==> src/rtl/sobel_sched_pkg.sv <==
// Shared types for the Sobel row scheduler: FSM states, line-feed selects, word-counter sizing.
// No logic; no latency; no backpressure.
package sobel_sched_pkg;

  typedef enum logic [2:0] {
    ST_IDLE   = 3'd0,
    ST_REQ    = 3'd1,
    ST_LOAD   = 3'd2,
    ST_FILTER = 3'd3,
    ST_DRAIN  = 3'd4,
    ST_DONE   = 3'd5
  } sched_state_t;

  typedef enum logic [1:0] {
    LINE_NONE = 2'd0,
    LINE_1    = 2'd1,
    LINE_2    = 2'd2,
    LINE_3    = 2'd3
  } line_sel_t;

  localparam int unsigned LINES_PER_ROW = 3;

  function automatic int unsigned word_cnt_w(input int unsigned words_per_line);
    return (LINES_PER_ROW * words_per_line > 2) ? $clog2(LINES_PER_ROW * words_per_line) : 1;
  endfunction

endpackage

==> src/rtl/sobel_sched_word_router.sv <==
// Steers returned read words to line feeds 1/2/3 by position in the row; flags words with nowhere to go.
// Latency: 1 cycle from i_rd_data_valid to line valid; no backpressure, dropped words set o_ovf_err.
module sobel_sched_word_router
  import sobel_sched_pkg::*;
#(
  parameter int unsigned WORDS_PER_LINE = 64
) (
  input  logic        i_clk,
  input  logic        i_rst,
  input  logic        i_clr,
  input  logic        i_accept,
  input  logic        i_row_release,
  input  logic        i_rd_data_valid,
  input  logic [63:0] i_rd_data,
  output logic [63:0] o_line_data,
  output logic        o_line1_data_valid,
  output logic        o_line2_data_valid,
  output logic        o_line3_data_valid,
  output logic        o_row_full,
  output logic        o_word_taken,
  output logic        o_ovf_err
);

  localparam int unsigned CW = word_cnt_w(WORDS_PER_LINE);
  localparam logic [CW-1:0] L2_FIRST = CW'(WORDS_PER_LINE);
  localparam logic [CW-1:0] L3_FIRST = CW'(2 * WORDS_PER_LINE);
  localparam logic [CW-1:0] ROW_LAST = CW'(LINES_PER_ROW * WORDS_PER_LINE - 1);

  logic [CW-1:0] cnt_q, cnt_d;
  logic          full_q, full_d;
  logic          err_q, err_d;
  logic [63:0]   data_q, data_d;
  line_sel_t     sel_q, sel_d, sel_cur;
  logic          take;

  // Once a full row has been collected, further words are overflow until the filter consumes it.
  assign take = i_rd_data_valid && i_accept && !full_q;

  always_comb begin
    if (cnt_q < L2_FIRST)      sel_cur = LINE_1;
    else if (cnt_q < L3_FIRST) sel_cur = LINE_2;
    else                       sel_cur = LINE_3;
  end

  always_comb begin
    cnt_d  = cnt_q;
    full_d = full_q;
    err_d  = err_q;
    data_d = data_q;
    sel_d  = LINE_NONE;
    if (i_row_release) full_d = 1'b0;
    if (take) begin
      data_d = i_rd_data;
      sel_d  = sel_cur;
      if (cnt_q == ROW_LAST) begin
        cnt_d  = '0;
        full_d = 1'b1;
      end else begin
        cnt_d = cnt_q + CW'(1);
      end
    end else if (i_rd_data_valid) begin
      err_d = 1'b1;
    end
    if (i_clr) begin
      cnt_d  = '0;
      full_d = 1'b0;
      err_d  = 1'b0;
    end
  end

  always_ff @(posedge i_clk or negedge i_rst) begin
    if (!i_rst) begin
      cnt_q  <= '0;
      full_q <= 1'b0;
      err_q  <= 1'b0;
      data_q <= '0;
      sel_q  <= LINE_NONE;
    end else begin
      cnt_q  <= cnt_d;
      full_q <= full_d;
      err_q  <= err_d;
      data_q <= data_d;
      sel_q  <= sel_d;
    end
  end

  assign o_line_data        = data_q;
  assign o_line1_data_valid = (sel_q == LINE_1);
  assign o_line2_data_valid = (sel_q == LINE_2);
  assign o_line3_data_valid = (sel_q == LINE_3);
  assign o_row_full         = full_q;
  assign o_word_taken       = take;
  assign o_ovf_err          = err_q;

endmodule

==> src/rtl/sobel_row_scheduler.sv <==
// Frame sequencer for the 3-line Sobel datapath; optional watchdog abort under SOBEL_SCHED_WDOG_EN.
// Latency: last load word to o_filter 2 cycles; read requests held until i_rd_ack, drain waits on snooped valid&ack.
module sobel_row_scheduler
  import sobel_sched_pkg::*;
#(
  parameter int unsigned WORDS_PER_LINE     = 64,
  parameter int unsigned OUT_WORDS_PER_LINE = 64,
  parameter int unsigned ADDR_W             = 32,
  parameter int unsigned WDOG_CYCLES        = 65535
) (
  input  logic              i_clk,
  input  logic              i_rst,
  input  logic              i_start,
  input  logic [ADDR_W-1:0] i_base_addr,
  input  logic [15:0]       i_num_rows,
  output logic              o_rd_req,
  output logic [ADDR_W-1:0] o_rd_addr,
  output logic [15:0]       o_rd_len,
  input  logic              i_rd_ack,
  input  logic              i_rd_data_valid,
  input  logic [63:0]       i_rd_data,
  output logic [63:0]       o_line_data,
  output logic              o_line1_data_valid,
  output logic              o_line2_data_valid,
  output logic              o_line3_data_valid,
  output logic              o_filter,
  input  logic              i_sobel_data_valid,
  input  logic              i_sobel_data_ack,
  output logic              o_busy,
  output logic [15:0]       o_row_cnt,
  output logic              o_done,
  output logic              o_err
);

  localparam logic [ADDR_W-1:0] LINE_BYTES = ADDR_W'(WORDS_PER_LINE * 8);
  localparam logic [15:0]       OUT_LAST   = 16'(OUT_WORDS_PER_LINE - 1);

  sched_state_t      state_q, state_d, state_nxt;
  logic [ADDR_W-1:0] base_q, base_d;
  logic [15:0]       num_rows_q, num_rows_d;
  logic [15:0]       row_q, row_d;
  logic [15:0]       row_cnt_q, row_cnt_d;
  logic [15:0]       out_cnt_q, out_cnt_d;
  logic [1:0]        line_idx_q, line_idx_d;
  logic              start_acc, req_hs, out_hs, last_out, last_row;
  logic              row_full, word_taken, ovf_err, wdog_trip;

  assign start_acc = (state_q == ST_IDLE) && i_start;
  assign req_hs    = (state_q == ST_REQ) && i_rd_ack;
  assign out_hs    = (state_q == ST_DRAIN) && i_sobel_data_valid && i_sobel_data_ack;
  assign last_out  = (out_cnt_q == OUT_LAST);
  // Output row r needs source rows r..r+2, so the frame ends once row reaches num_rows-2.
  assign last_row  = ((row_q + 16'd1) == (num_rows_q - 16'd2));

  sobel_sched_word_router #(
    .WORDS_PER_LINE (WORDS_PER_LINE)
  ) u_router (
    .i_clk              (i_clk),
    .i_rst              (i_rst),
    .i_clr              (start_acc),
    .i_accept           ((state_q == ST_REQ) || (state_q == ST_LOAD)),
    .i_row_release      (state_q == ST_FILTER),
    .i_rd_data_valid    (i_rd_data_valid),
    .i_rd_data          (i_rd_data),
    .o_line_data        (o_line_data),
    .o_line1_data_valid (o_line1_data_valid),
    .o_line2_data_valid (o_line2_data_valid),
    .o_line3_data_valid (o_line3_data_valid),
    .o_row_full         (row_full),
    .o_word_taken       (word_taken),
    .o_ovf_err          (ovf_err)
  );

  always_ff @(posedge i_clk or negedge i_rst) begin
    if (!i_rst) state_q <= ST_IDLE;
    else        state_q <= state_d;
  end

  always_comb begin
    state_nxt = state_q;
    case (state_q)
      ST_IDLE:   if (i_start) state_nxt = (i_num_rows < 16'd3) ? ST_DONE : ST_REQ;
      ST_REQ:    if (req_hs && (line_idx_q == 2'd2)) state_nxt = ST_LOAD;
      ST_LOAD:   if (row_full) state_nxt = ST_FILTER;
      ST_FILTER: state_nxt = ST_DRAIN;
      ST_DRAIN:  if (out_hs && last_out) state_nxt = last_row ? ST_DONE : ST_REQ;
      ST_DONE:   state_nxt = ST_IDLE;
      default:   state_nxt = ST_IDLE;
    endcase
    state_d = wdog_trip ? ST_DONE : state_nxt;
  end

  always_comb begin
    o_rd_req = (state_q == ST_REQ);
    o_filter = (state_q == ST_FILTER);
    o_done   = (state_q == ST_DONE);
    o_busy   = (state_q != ST_IDLE);
  end

  always_comb begin
    base_d     = base_q;
    num_rows_d = num_rows_q;
    row_d      = row_q;
    row_cnt_d  = row_cnt_q;
    out_cnt_d  = out_cnt_q;
    line_idx_d = line_idx_q;
    if (start_acc) begin
      base_d     = i_base_addr;
      num_rows_d = i_num_rows;
      row_d      = '0;
      row_cnt_d  = '0;
      line_idx_d = '0;
    end
    if (req_hs) line_idx_d = (line_idx_q == 2'd2) ? 2'd0 : line_idx_q + 2'd1;
    if (state_q == ST_FILTER) out_cnt_d = '0;
    if (out_hs) begin
      out_cnt_d = out_cnt_q + 16'd1;
      if (last_out) begin
        row_d     = row_q + 16'd1;
        row_cnt_d = row_cnt_q + 16'd1;
      end
    end
  end

  always_ff @(posedge i_clk or negedge i_rst) begin
    if (!i_rst) begin
      base_q     <= '0;
      num_rows_q <= '0;
      row_q      <= '0;
      row_cnt_q  <= '0;
      out_cnt_q  <= '0;
      line_idx_q <= '0;
    end else begin
      base_q     <= base_d;
      num_rows_q <= num_rows_d;
      row_q      <= row_d;
      row_cnt_q  <= row_cnt_d;
      out_cnt_q  <= out_cnt_d;
      line_idx_q <= line_idx_d;
    end
  end

  assign o_rd_addr = base_q + (ADDR_W'(row_q) + ADDR_W'(line_idx_q)) * LINE_BYTES;
  assign o_rd_len  = 16'(WORDS_PER_LINE);
  assign o_row_cnt = row_cnt_q;

`ifdef SOBEL_SCHED_WDOG_EN
  localparam int unsigned    WDW       = $clog2(WDOG_CYCLES + 1);
  localparam logic [WDW-1:0] WDOG_LAST = WDW'(WDOG_CYCLES - 1);

  logic [WDW-1:0] wdog_q, wdog_d;
  logic           wdog_err_q, wdog_err_d;
  logic           wdog_counting, wdog_event;

  assign wdog_counting = (state_q == ST_REQ) || (state_q == ST_LOAD) || (state_q == ST_DRAIN);
  assign wdog_event    = word_taken || out_hs || (state_nxt != state_q);
  assign wdog_trip     = wdog_counting && !wdog_event && (wdog_q == WDOG_LAST);

  always_comb begin
    wdog_err_d = wdog_err_q;
    if (wdog_event || !wdog_counting) wdog_d = '0;
    else                              wdog_d = wdog_q + WDW'(1);
    if (wdog_trip) wdog_err_d = 1'b1;
    if (start_acc) wdog_err_d = 1'b0;
  end

  always_ff @(posedge i_clk or negedge i_rst) begin
    if (!i_rst) begin
      wdog_q     <= '0;
      wdog_err_q <= 1'b0;
    end else begin
      wdog_q     <= wdog_d;
      wdog_err_q <= wdog_err_d;
    end
  end

  assign o_err = ovf_err || wdog_err_q;
`else
  localparam int unsigned unused_wdog_cycles = WDOG_CYCLES;
  assign wdog_trip = 1'b0;
  assign o_err     = ovf_err;
`endif

endmodule

==> config.mk <==
export PLATFORM = sky130hd
export DESIGN_NAME = sobel_row_scheduler
export DESIGN_NICKNAME = d
export VERILOG_FILES = /design/src/rtl/sobel_sched_pkg.sv /design/src/rtl/sobel_sched_word_router.sv /design/src/rtl/sobel_row_scheduler.sv
export SDC_FILE = /design/constraint.sdc
export NUM_CORES = 1
export LEC_CHECK = 0
export CAP_MARGIN = 20
export CORE_MARGIN = 2
export CORE_UTILIZATION = 45
export DETAILED_ROUTE_END_ITERATION = 6
export GPL_TIMING_DRIVEN = 0
export PLACE_DENSITY = 0.78
export SLEW_MARGIN = 20
export SYNTH_ARGS = -nofsm -noshare
export SYNTH_HDL_FRONTEND = slang
export SYNTH_HIERARCHICAL = 1
export SYNTH_SLANG_ARGS = --single-unit
==> constraint.sdc <==
create_clock -name i_clk -period 3.6 [get_ports i_clk]
set_input_delay 0.36 -clock i_clk [delete_from_list [all_inputs] [get_ports i_clk]]
set_output_delay 0.36 -clock i_clk [all_outputs]
set_load 0.03 [all_outputs]
==> flow_summary_export.csv <==
group,metric,value,unit
pwr,leakagePower,6.399,nW
place,gp_congestion,0.9052,
place,placed_cell_area,12430,sq um
synthesis,synth.distinct_cells,63,
cts,cts_max_level,4,
floorplanning,die_area,22410,sq um
timing,drv_slew,0,
global_routing,top_usage_layer,"met2",
synthesis,ys_seq_elements,177,
routing,drt-initial-drc-count,598,
synthesis,yosysTopAreaCellShare,0.4637,
floorplanning,initial_core_util,0.4559,
floorplanning,coreArea,20960,sq um
cts,clk-insertion-delay-late,0.44,ns
synthesis,netlist_instances,1134,
synthesis,synth_area_leader_cell,"dfrtp_1",
final_layout,fin_util,0.6554,
cts,numCtsBuffers,17,
routing,viasPerCell,5.180,
outcome,failed_checks,"negative setup slack",
place,dpl.hpwl,19.85,mm
worst_hold_path,holdPathStages,3,
worst_setup_path,r2r_end,"u_router/cnt_q[7]",
global_routing,grt_use_met1,0.2984,
worst_setup_path,cp-end-kind,"output port",
floorplanning,die_x,149.7,microns
cts,clock_path_buffers,2,
final_layout,drive_gt1_frac,0.1389,
routing,wl,28.18,mm
global_routing,global_route.usage.total,0.2500,
worst_setup_path,required,3.24,ns
global_routing,grt-ovfl-total,0,
routing,wl_per_cell,16.23,microns
timing,relSlewSlack,0.5394,
worst_setup_path,r2r_cells,8,
timing,final-setup-viol-count,14,
synthesis,seq_area_frac_synth,0.4637,
final_layout,area_delta_synth_final,43.76,%
timing,finalHoldViolations,0,
worst_setup_path,cp.arrival,3.88,ns
floorplanning,die_h,149.7,microns
floorplanning,io-pin-count,255,
place,io_buffers,238,
routing,num_vias,8993,
final_layout,design_area,13730,sq um
place,numPlacedInstances,1662,
timing,finClkSkew,0.01394,ns
worst_setup_path,crit_type,"flop to output port",
synthesis,netlist_area,9553,sq um
routing,drtAntennaViolNets,0,
floorplanning,rows,53,
worst_hold_path,hold_end,"u_router/o_line_data[55]",
timing,layout_min_cycle_time,4.242,ns
outcome,status,"finished with violations",
routing,firstDrtPassIters,6,
synthesis,synthTopCellsByArea,"dfrtp_1 (46%), nand2_1 (16%), xnor2_1 (3.9%), ha_1 (3.3%), xor2_1 (3.0%)",
worst_setup_path,cp_max_fo,4,
global_routing,grtUsageMet3,0.07957,
timing,rsz0062_at_grt,"yes",
synthesis,ys_warn_count,6,
global_routing,grt_pass1_vias,8906,
global_routing,antenna_found_initial,2,
synthesis,synth_ff_type,"dfrtp_1",
worst_setup_path,worstReg2RegStart,"state_q[0]",
timing,max_freq,235.8,MHz
global_routing,use_met2,0.4312,
cts,cts_sinks,177,
timing,worst-slew-pin-transition,0.6909,ns
pwr,pwr_density_cell,750.2,nW/um^2
final_layout,finalNetCount,1594,
cts,clockRootBuffer,"clkbuf_16",
flow_run,cap_violations,0,
synthesis,syn_avg_cell_area,8.424,sq um
pwr,finalPower,0.01030,W
routing,drc_errors,0,
global_routing,grt_pass1_wl,44.27,mm
final_layout,antenna_cells,0,
cts,path_clk_slew,0.08,ns
worst_hold_path,worstHoldStart,"i_rd_data[55]",
place,dp_worst_setup_slack,-0.9302,ns
worst_setup_path,rrSetupSlack,0.30,ns
timing,fin_ws,-0.6416,ns
synthesis,async_reset_ff_frac,1.000,
synthesis,synth_edf_count,0,
cts,cts_tree,"done",
global_routing,grt_max_degree,94,
worst_setup_path,cp-start-kind,"flop",
worst_hold_path,min-delay-path-class,"input port to flop",
final_layout,layoutNonFillerInstCount,1736,
timing,finalCritPeriodShare,1.178,
pwr,peakVddDrop,0.0005198,V
==> critical path: stages, from the launching register on <==
cell and delay (ns):
dfrtp_2 0.42, ha_4 0.15, inv_2 0.04, fa_2 0.40
nor3_4 0.27, nand3_4 0.15, nor2_4 0.12, xor2_1 0.16
ha_1 0.30, and3_4 0.21, a221o_1 0.30, a21o_1 0.20
a21oi_4 0.19, nor4_2 0.07, a311o_2 0.33, buf_6 0.14
==> through the flow <==
step,TNS [ns],hold slack (ns)
floorplan,-0.03658,0.06441
CTS,-4.816,0.4301
global placement,-944.14,0.4569
finish,-6.621,0.4418
detailed placement,-11.22,0.4031
global route,-8.614,0.4385
==> cell families after synthesis <==
group                      synth area share
muxes                              0.007466
other                             0.0007861
buffers and inverters               0.04990
DFF                                  0.4637
xor gates and xnor gates            0.07138
adders and majority gates           0.03694
and+or+nand+nor                      0.2781
AOI/OAI and AO/OA                   0.09181
==> sequential cells by signal, summed over array words and instances (netlist names) <==
name                  flops
u_router/o_line_data     64
u_router/o_ovf_err        1
line_idx_q                2
u_router/o_row_full       1
num_rows_q               16
o_row_cnt                16
row_q                    16
out_cnt_q                16
u_router/sel_q            2
base_q                   32
state_q                   3
u_router/cnt_q            8
==> routing by layer <==
metal	part of all wire	vias to the layer above
met3	0.078	40
met2	0.49	323
li1	-	4378
met5	0.00046	-
met1	0.41	4250
met4	0.019	2
==> power breakdown <==
group / internal [W] / total [W] / leakage [nW] / switching [W]
Sequential: 0.00266 / 0.00314 / 2.27 / 0.000488
Clock: 0.00101 / 0.00190 / 0.290 / 0.000886
Combinational: 0.00213 / 0.00526 / 3.84 / 0.00313
==> synth_stat cells, types with 17 or more instances <==
cell type and instances:
nand3_1 46, ha_1 25, buf_4 25, dfrtp_1 177, inv_1 17, nor3_1 20
o21ai_0 56, xor2_1 33, nor2_1 52, a21oi_1 24, xnor2_1 43, nand2_1 401
clkbuf_1 39, nand4_1 19
==> cell usage in the layout, fill, tap and decap left out, types with 6 or more instances in the layout <==
cell type / n
nor3_1: 15
o211ai_1: 6
nand3_1: 45
conb_1: 16
nand2_1: 399
clkbuf_16: 17
buf_2: 10
buf_4: 66
clkdlybuf4s50_1: 218
and3_1: 10
mux2i_1: 6
inv_1: 16
dfrtp_1: 173
nor4_1: 8
xnor2_1: 40
nor2_1: 48
buf_6: 19
ha_1: 20
o31ai_1: 12
o21ai_0: 53
a21o_1: 12
and2_1: 7
xor2_1: 30
clkbuf_1: 37
a21oi_1: 18
nand4_1: 19
==> area by class of cell <==
class,instances,area [sq um]
repair buffers,283,2760
clock buffers,18,439.2
well taps,275,344.1
fillers,1672,7222
inverters,19,71.32
multi-input cells,876,5125
flip-flops and latches,177,4434
plain buffers,74,397.9
clock inverters,14,161.4
==> timing repair <==
action | in CTS | in global routing
pin swaps | 37 | 23
gates resized for setup | 154 | 39
hold buffers | 1 | 0
buffers inserted | 35 | 11
endpoints found under the setup margin | 20 | 19
hold endpoints to repair | 84 | 0
==> worst max-delay path by stage <==
stage                  start             to  slack [ns]  depth (start not counted)
6_report       line_idx_q[0]  o_rd_addr[30]       -0.64                         15
5_1_grt             row_q[0]  o_rd_addr[30]       -0.77                         15
4_1_cts        line_idx_q[0]  o_rd_addr[30]       -0.52                         16
3_5_place_dp        row_q[0]  o_rd_addr[28]       -0.93                         14
3_3_place_gp           i_rst  o_row_cnt[13]       -5.29                          1
2_1_floorplan       row_q[0]  o_rd_addr[30]       -0.04                         15
Power figures use the tool's default switching activity.
==> RTL edit 1, RTL diff (config.mk and constraints unchanged) <==
The 6 states of `sched_state_t` get a one-hot encoding in 6 bits.
--- a/src/rtl/sobel_sched_pkg.sv
+++ b/src/rtl/sobel_sched_pkg.sv
@@ -2,13 +2,13 @@
 // No logic; no latency; no backpressure.
 package sobel_sched_pkg;
 
-  typedef enum logic [2:0] {
-    ST_IDLE   = 3'd0,
-    ST_REQ    = 3'd1,
-    ST_LOAD   = 3'd2,
-    ST_FILTER = 3'd3,
-    ST_DRAIN  = 3'd4,
-    ST_DONE   = 3'd5
+  typedef enum logic [5:0] {
+    ST_IDLE   = 6'b000001,
+    ST_REQ    = 6'b000010,
+    ST_LOAD   = 6'b000100,
+    ST_FILTER = 6'b001000,
+    ST_DRAIN  = 6'b010000,
+    ST_DONE   = 6'b100000
   } sched_state_t;
 
   typedef enum logic [1:0] {
Check against the original RTL: same outputs for any inputs over 4 cycles, from zero or initial values and one cycle with i_rst low; so few cycles prove little.
==> RTL edit 1 against the unedited design <==
The flow still finishes with violations (setup timing); non-clock buffer count is 14 lower; fmax is 4.9% higher; critical path depth is 1 higher; sequential cell count is 3 higher; wire length is 4.2% lower; final area is 0.45% higher; final cell count is 1.4% higher; first-iteration DRC count is 3.7% lower; via count is 1.6% higher; highest routed layer is now met4; largest cell class unchanged; setup slack better by 0.20 ns; area after synthesis is 3.5% higher; total power is 7.4% lower; count of clock-buffer cells in the layout is 1 lower.
==> RTL edit 1: results (changes against the unedited design) <==
metric	value	unit	change
list of most frequent post-synthesis cells	412 x nand2_1, 179 x dfrtp_1, 59 x nor2_1, 54 x xnor2_1, 53 x o21ai_0		
cell with the largest stage delay on the worst path	a2111oi_4		
DP Wirelength	19600	µm	-1.3%
critical hold path startpoint	i_rd_data[6]		
GP Congestion	0.903		-0.29%
Root Buffer	clkbuf_16		
most area-consuming cells after synthesis	dfrtp_1 45%, nand2_1 16%, xnor2_1 4.8%, ha_1 3.0%, o21ai_0 2.7%		
vias in the first global route	8919		+0.15%
worst-margin pin slew	0.670	ns	-0.0210 ns
DRT iter0 DRCs	576		-3.7%
final critical-path setup slack	-0.443	ns	+0.199 ns
Final nets	1613		+1.2%
Worst Hold Path EP	u_router/o_line_data[6]		
fraction of layout instances using a drive strength above 1	12.7	%	-1.2 points
initial antenna violation count	0		-2
Pre-antenna DRT Iters	5		-1
number of H-tree levels	4		unchanged
overall routing resource usage	22.8	%	-2.2 points
share of synthesized registers carrying an async set or reset	100	%	unchanged
largest net degree at the start of global routing	97		+3.2%
first-pass GRT wire length	43700	µm	-1.4%
worst slack at placement	-1.07	ns	-0.142 ns
failing checks	setup timing		
Leakage Power	6.55	nW	+2.3%
Synth cell types	72		+14%
Routed WL per cell	15.3	µm	-5.6%
reg2reg setup slack	0.55	ns	+0.25 ns
reg-to-reg startpoint	state_q[3]		
CP Max Fanout	7		+3
status	complete, but fails checks		
Ant. Diodes	0		unchanged
R2R depth	9		+1
setup violators final	14		unchanged
Clock Skew	0.0139	ns	-0.0000425 ns
register area share after synthesis	45.6	%	-0.81 points
Vias	9140		+1.6%
worst path arrival time	3.68	ns	-0.20 ns
worst vdd ir	0.507	mV	-2.5%
CTS Buf Count	17		unchanged
## RTL edit 1: worst max path at each step
stage / endpoint / slack, ns / startpoint / cells after the start
6_report: o_rd_addr[26] / -0.44 / row_q[5] / 16
5_1_grt: o_rd_addr[26] / -0.61 / row_q[5] / 15
4_1_cts: o_rd_addr[26] / -0.50 / row_q[0] / 14
3_5_place_dp: o_rd_addr[27] / -1.07 / row_q[2] / 14
3_3_place_gp: row_q[0] / -6.11 / i_rst / 1
2_1_floorplan: o_rd_addr[26] / 0.02 / row_q[0] / 13
## RTL edit 1: per-stage QoR
step	area (µm²)	hold WS [ns]	setup TNS [ns]	std cells	utilization [%]
after floorplan	10000	0.0644	0	1181	-
after global placement	12700	0.457	-981.25	1699	58.8
after detailed placement	12800	0.403	-10.44	1700	58.9
after CTS	13600	0.420	-3.82	1751	62.8
after global routing	13800	0.443	-5.63	1761	63.6
final	13800	0.437	-3.00	1761	63.6
## RTL edit 1: cells by family after synthesis
family | synth area share (%)
AND/OR/NAND/NOR | 28.8
flip-flops | 45.6
AO/OA/AOI/OAI | 9.16
buffers and inverters | 4.88
XOR/XNOR | 6.96
adder cells (fa/ha/maj) | 3.44
multiplexers | 1.13
other | 0.0759
## RTL edit 1: layout make-up
class,count,area (µm²)
fillers,1769,7890
multi-input cells,905,5210
flip-flops and latches,180,4510
repair buffers,269,2630
clock buffers,17,425
plain buffers,74,408
well taps,280,350
clock inverters,15,181
inverters,21,78.8
## RTL edit 1: critical path: cells and delay by family (launching register included)
family	cells	cell delay, ns
AOI/OAI and AO/OA	5	0.99
and+or+nand+nor	5	0.82
DFF	1	0.36
xor gates and xnor gates	2	0.27
buffers and inverters	3	0.52
adders and majority gates	1	0.27
## RTL edit 1: where the power goes
group / leakage, nW / total, mW / internal (mW) / switching (mW)
sequential: 2.33 / 3.11 / 2.64 / 0.469
clock: 0.296 / 1.88 / 0.947 / 0.933
combinational: 3.92 / 4.55 / 1.89 / 2.66
## RTL edit 1: routing by layer
layer	vias up	routed length, µm	track usage (%)
met5	-	0	0
li1	4470	-	-
met4	0	617	7.30
met2	293	13100	37.5
met1	4339	11200	28.3
met3	38	2150	7.94
## RTL edit 1: timing repair
action,CTS,global route
gates resized for setup,132,21
setup buffers,18,11
pin swaps,29,25
hold endpoints to repair,84,0
hold buffers,1,0
endpoints found under the setup margin,20,19
==> RTL edit 2, RTL diff (config.mk and constraints unchanged) <==
Made on the original files. The parameter `ADDR_W` goes from 32 to 40.
--- a/src/rtl/sobel_row_scheduler.sv
+++ b/src/rtl/sobel_row_scheduler.sv
@@ -5,7 +5,7 @@
 #(
   parameter int unsigned WORDS_PER_LINE     = 64,
   parameter int unsigned OUT_WORDS_PER_LINE = 64,
-  parameter int unsigned ADDR_W             = 32,
+  parameter int unsigned ADDR_W             = 40,
   parameter int unsigned WDOG_CYCLES        = 65535
 ) (
   input  logic              i_clk,
Ports: changed (resized i_base_addr and o_rd_addr); port bits go from 255 to 271. No check against the original RTL was run, so the function may have changed too.
==> RTL edit 2 against the unedited design <==
Final area grew 4.8%; largest power group unchanged; core utilization grew 0.83 points; the run still ends with setup timing left; sequential cell count is 8 higher; setup slack improved by 0.14 ns; wire length rose by 0.70%; total power rose by 4.5%; area after synthesis up 3.6%.
==> RTL edit 2: results (changes against the unedited design) <==
metric	value	unit	change
FF+latch count	185		+4.5%
Final nets	1651		+3.6%
Clock Skew	0.0150	ns	+0.00105 ns
multiplexer share of the synthesized area	1.13	%	+0.38 points
Pre-antenna DRT Iters	5		-1
vias in the first global route	9269		+4.1%
register fraction of the total cell area	32.2	%	-0.12 points
reg2reg end	state_q[2]		
Synth cell types	67		+6.3%
filler instances	1774		+6.1%
failing checks	setup timing		
first-pass GRT wire length	45500	µm	+2.7%
DRT iter0 DRCs	499		-17%
list of most frequent post-synthesis cells	431 x nand2_1, 185 x dfrtp_1, 66 x xnor2_1, 58 x o21ai_0, 50 x nor2_1		
Routed WL	28400	µm	+0.70%
post-synthesis adder-cell area fraction	3.57	%	-0.13 points
worst-margin pin slew	0.742	ns	+0.0507 ns
bufs w/o clock	371		+3.9%
clock-cell share of area	3.88	%	-0.50 points
fraction of layout instances using a drive strength above 1	15.2	%	+1.3 points
status	complete, but fails checks		
setup violators final	21		+7
PortBufs	254		+6.7%
Post-DP Area	13200	µm²	+6.1%
most area-consuming cells after synthesis	dfrtp_1 47%, nand2_1 16%, xnor2_1 5.8%, ha_1 3.2%, o21ai_0 2.9%		
final critical-path setup slack	-0.498	ns	+0.144 ns
reg-to-reg startpoint	num_rows_q[1]		
overall routing resource usage	23.9	%	-1.1 points
vias per inst	5.11		-1.3%
Routed WL per cell	15.9	µm	-2.3%
Top delay family on crit path	simple AND/OR/NAND/NOR gates		
Post-CTS Setup Inserts	26		-26%
R2R depth	9		+1
Core Util, Final	66.4	%	+0.83 points
compound-gate portion of the synthesized area	7.80	%	-1.4 points
syn_area_per_cell	8.45	µm²	+0.30%
fraction of area in multi-input gates	37.6	%	+0.32 points
cell with the largest stage delay on the worst path	dfrtp_1		
xor-xnor portion of the synthesized cell area	8.14	%	+1.0 points
clkbuf count	17		-1
Inverters	23		+4
CP Max Fanout	7		+3
post-CTS sizing	191		+24%
worst path arrival time	3.74	ns	-0.14 ns
Hold Path Class	in -> async		
worst slack at placement	-1.09	ns	-0.156 ns
RTL edit 2: changes by cell type after synthesis, moves of 5 or more:
cell	delta
a21oi_1	+5
dfrtp_1	+8
nand2_1	+30
o31ai_1	-6
xnor2_1	+23
xor2_1	-7
RTL edit 2: worst max path at each step:
stage / to / slack (ns) / depth (start not counted) / startpoint
after floorplan: o_rd_addr[35] / -0.02 / 14 / row_q[0]
after global placement: base_q[32] / -5.80 / 1 / i_rst
after detailed placement: o_rd_addr[39] / -1.09 / 15 / row_q[1]
after CTS: o_rd_addr[33] / -0.41 / 17 / line_idx_q[0]
after global routing: o_rd_addr[27] / -0.64 / 17 / row_q[1]
final: o_rd_addr[36] / -0.50 / 15 / row_q[1]
RTL edit 2: routing by layer:
metal	track usage, %	share of wire [%]
met4	8.77	3.2
met1	27.4	40
met2	41.9	50
met3	7.71	7.2
met5	0	0
RTL edit 2: power by group:
part,internal [mW],switching (mW)
Clock,0.914,0.905
Combinational,2.31,3.27
Sequential,2.79,0.583
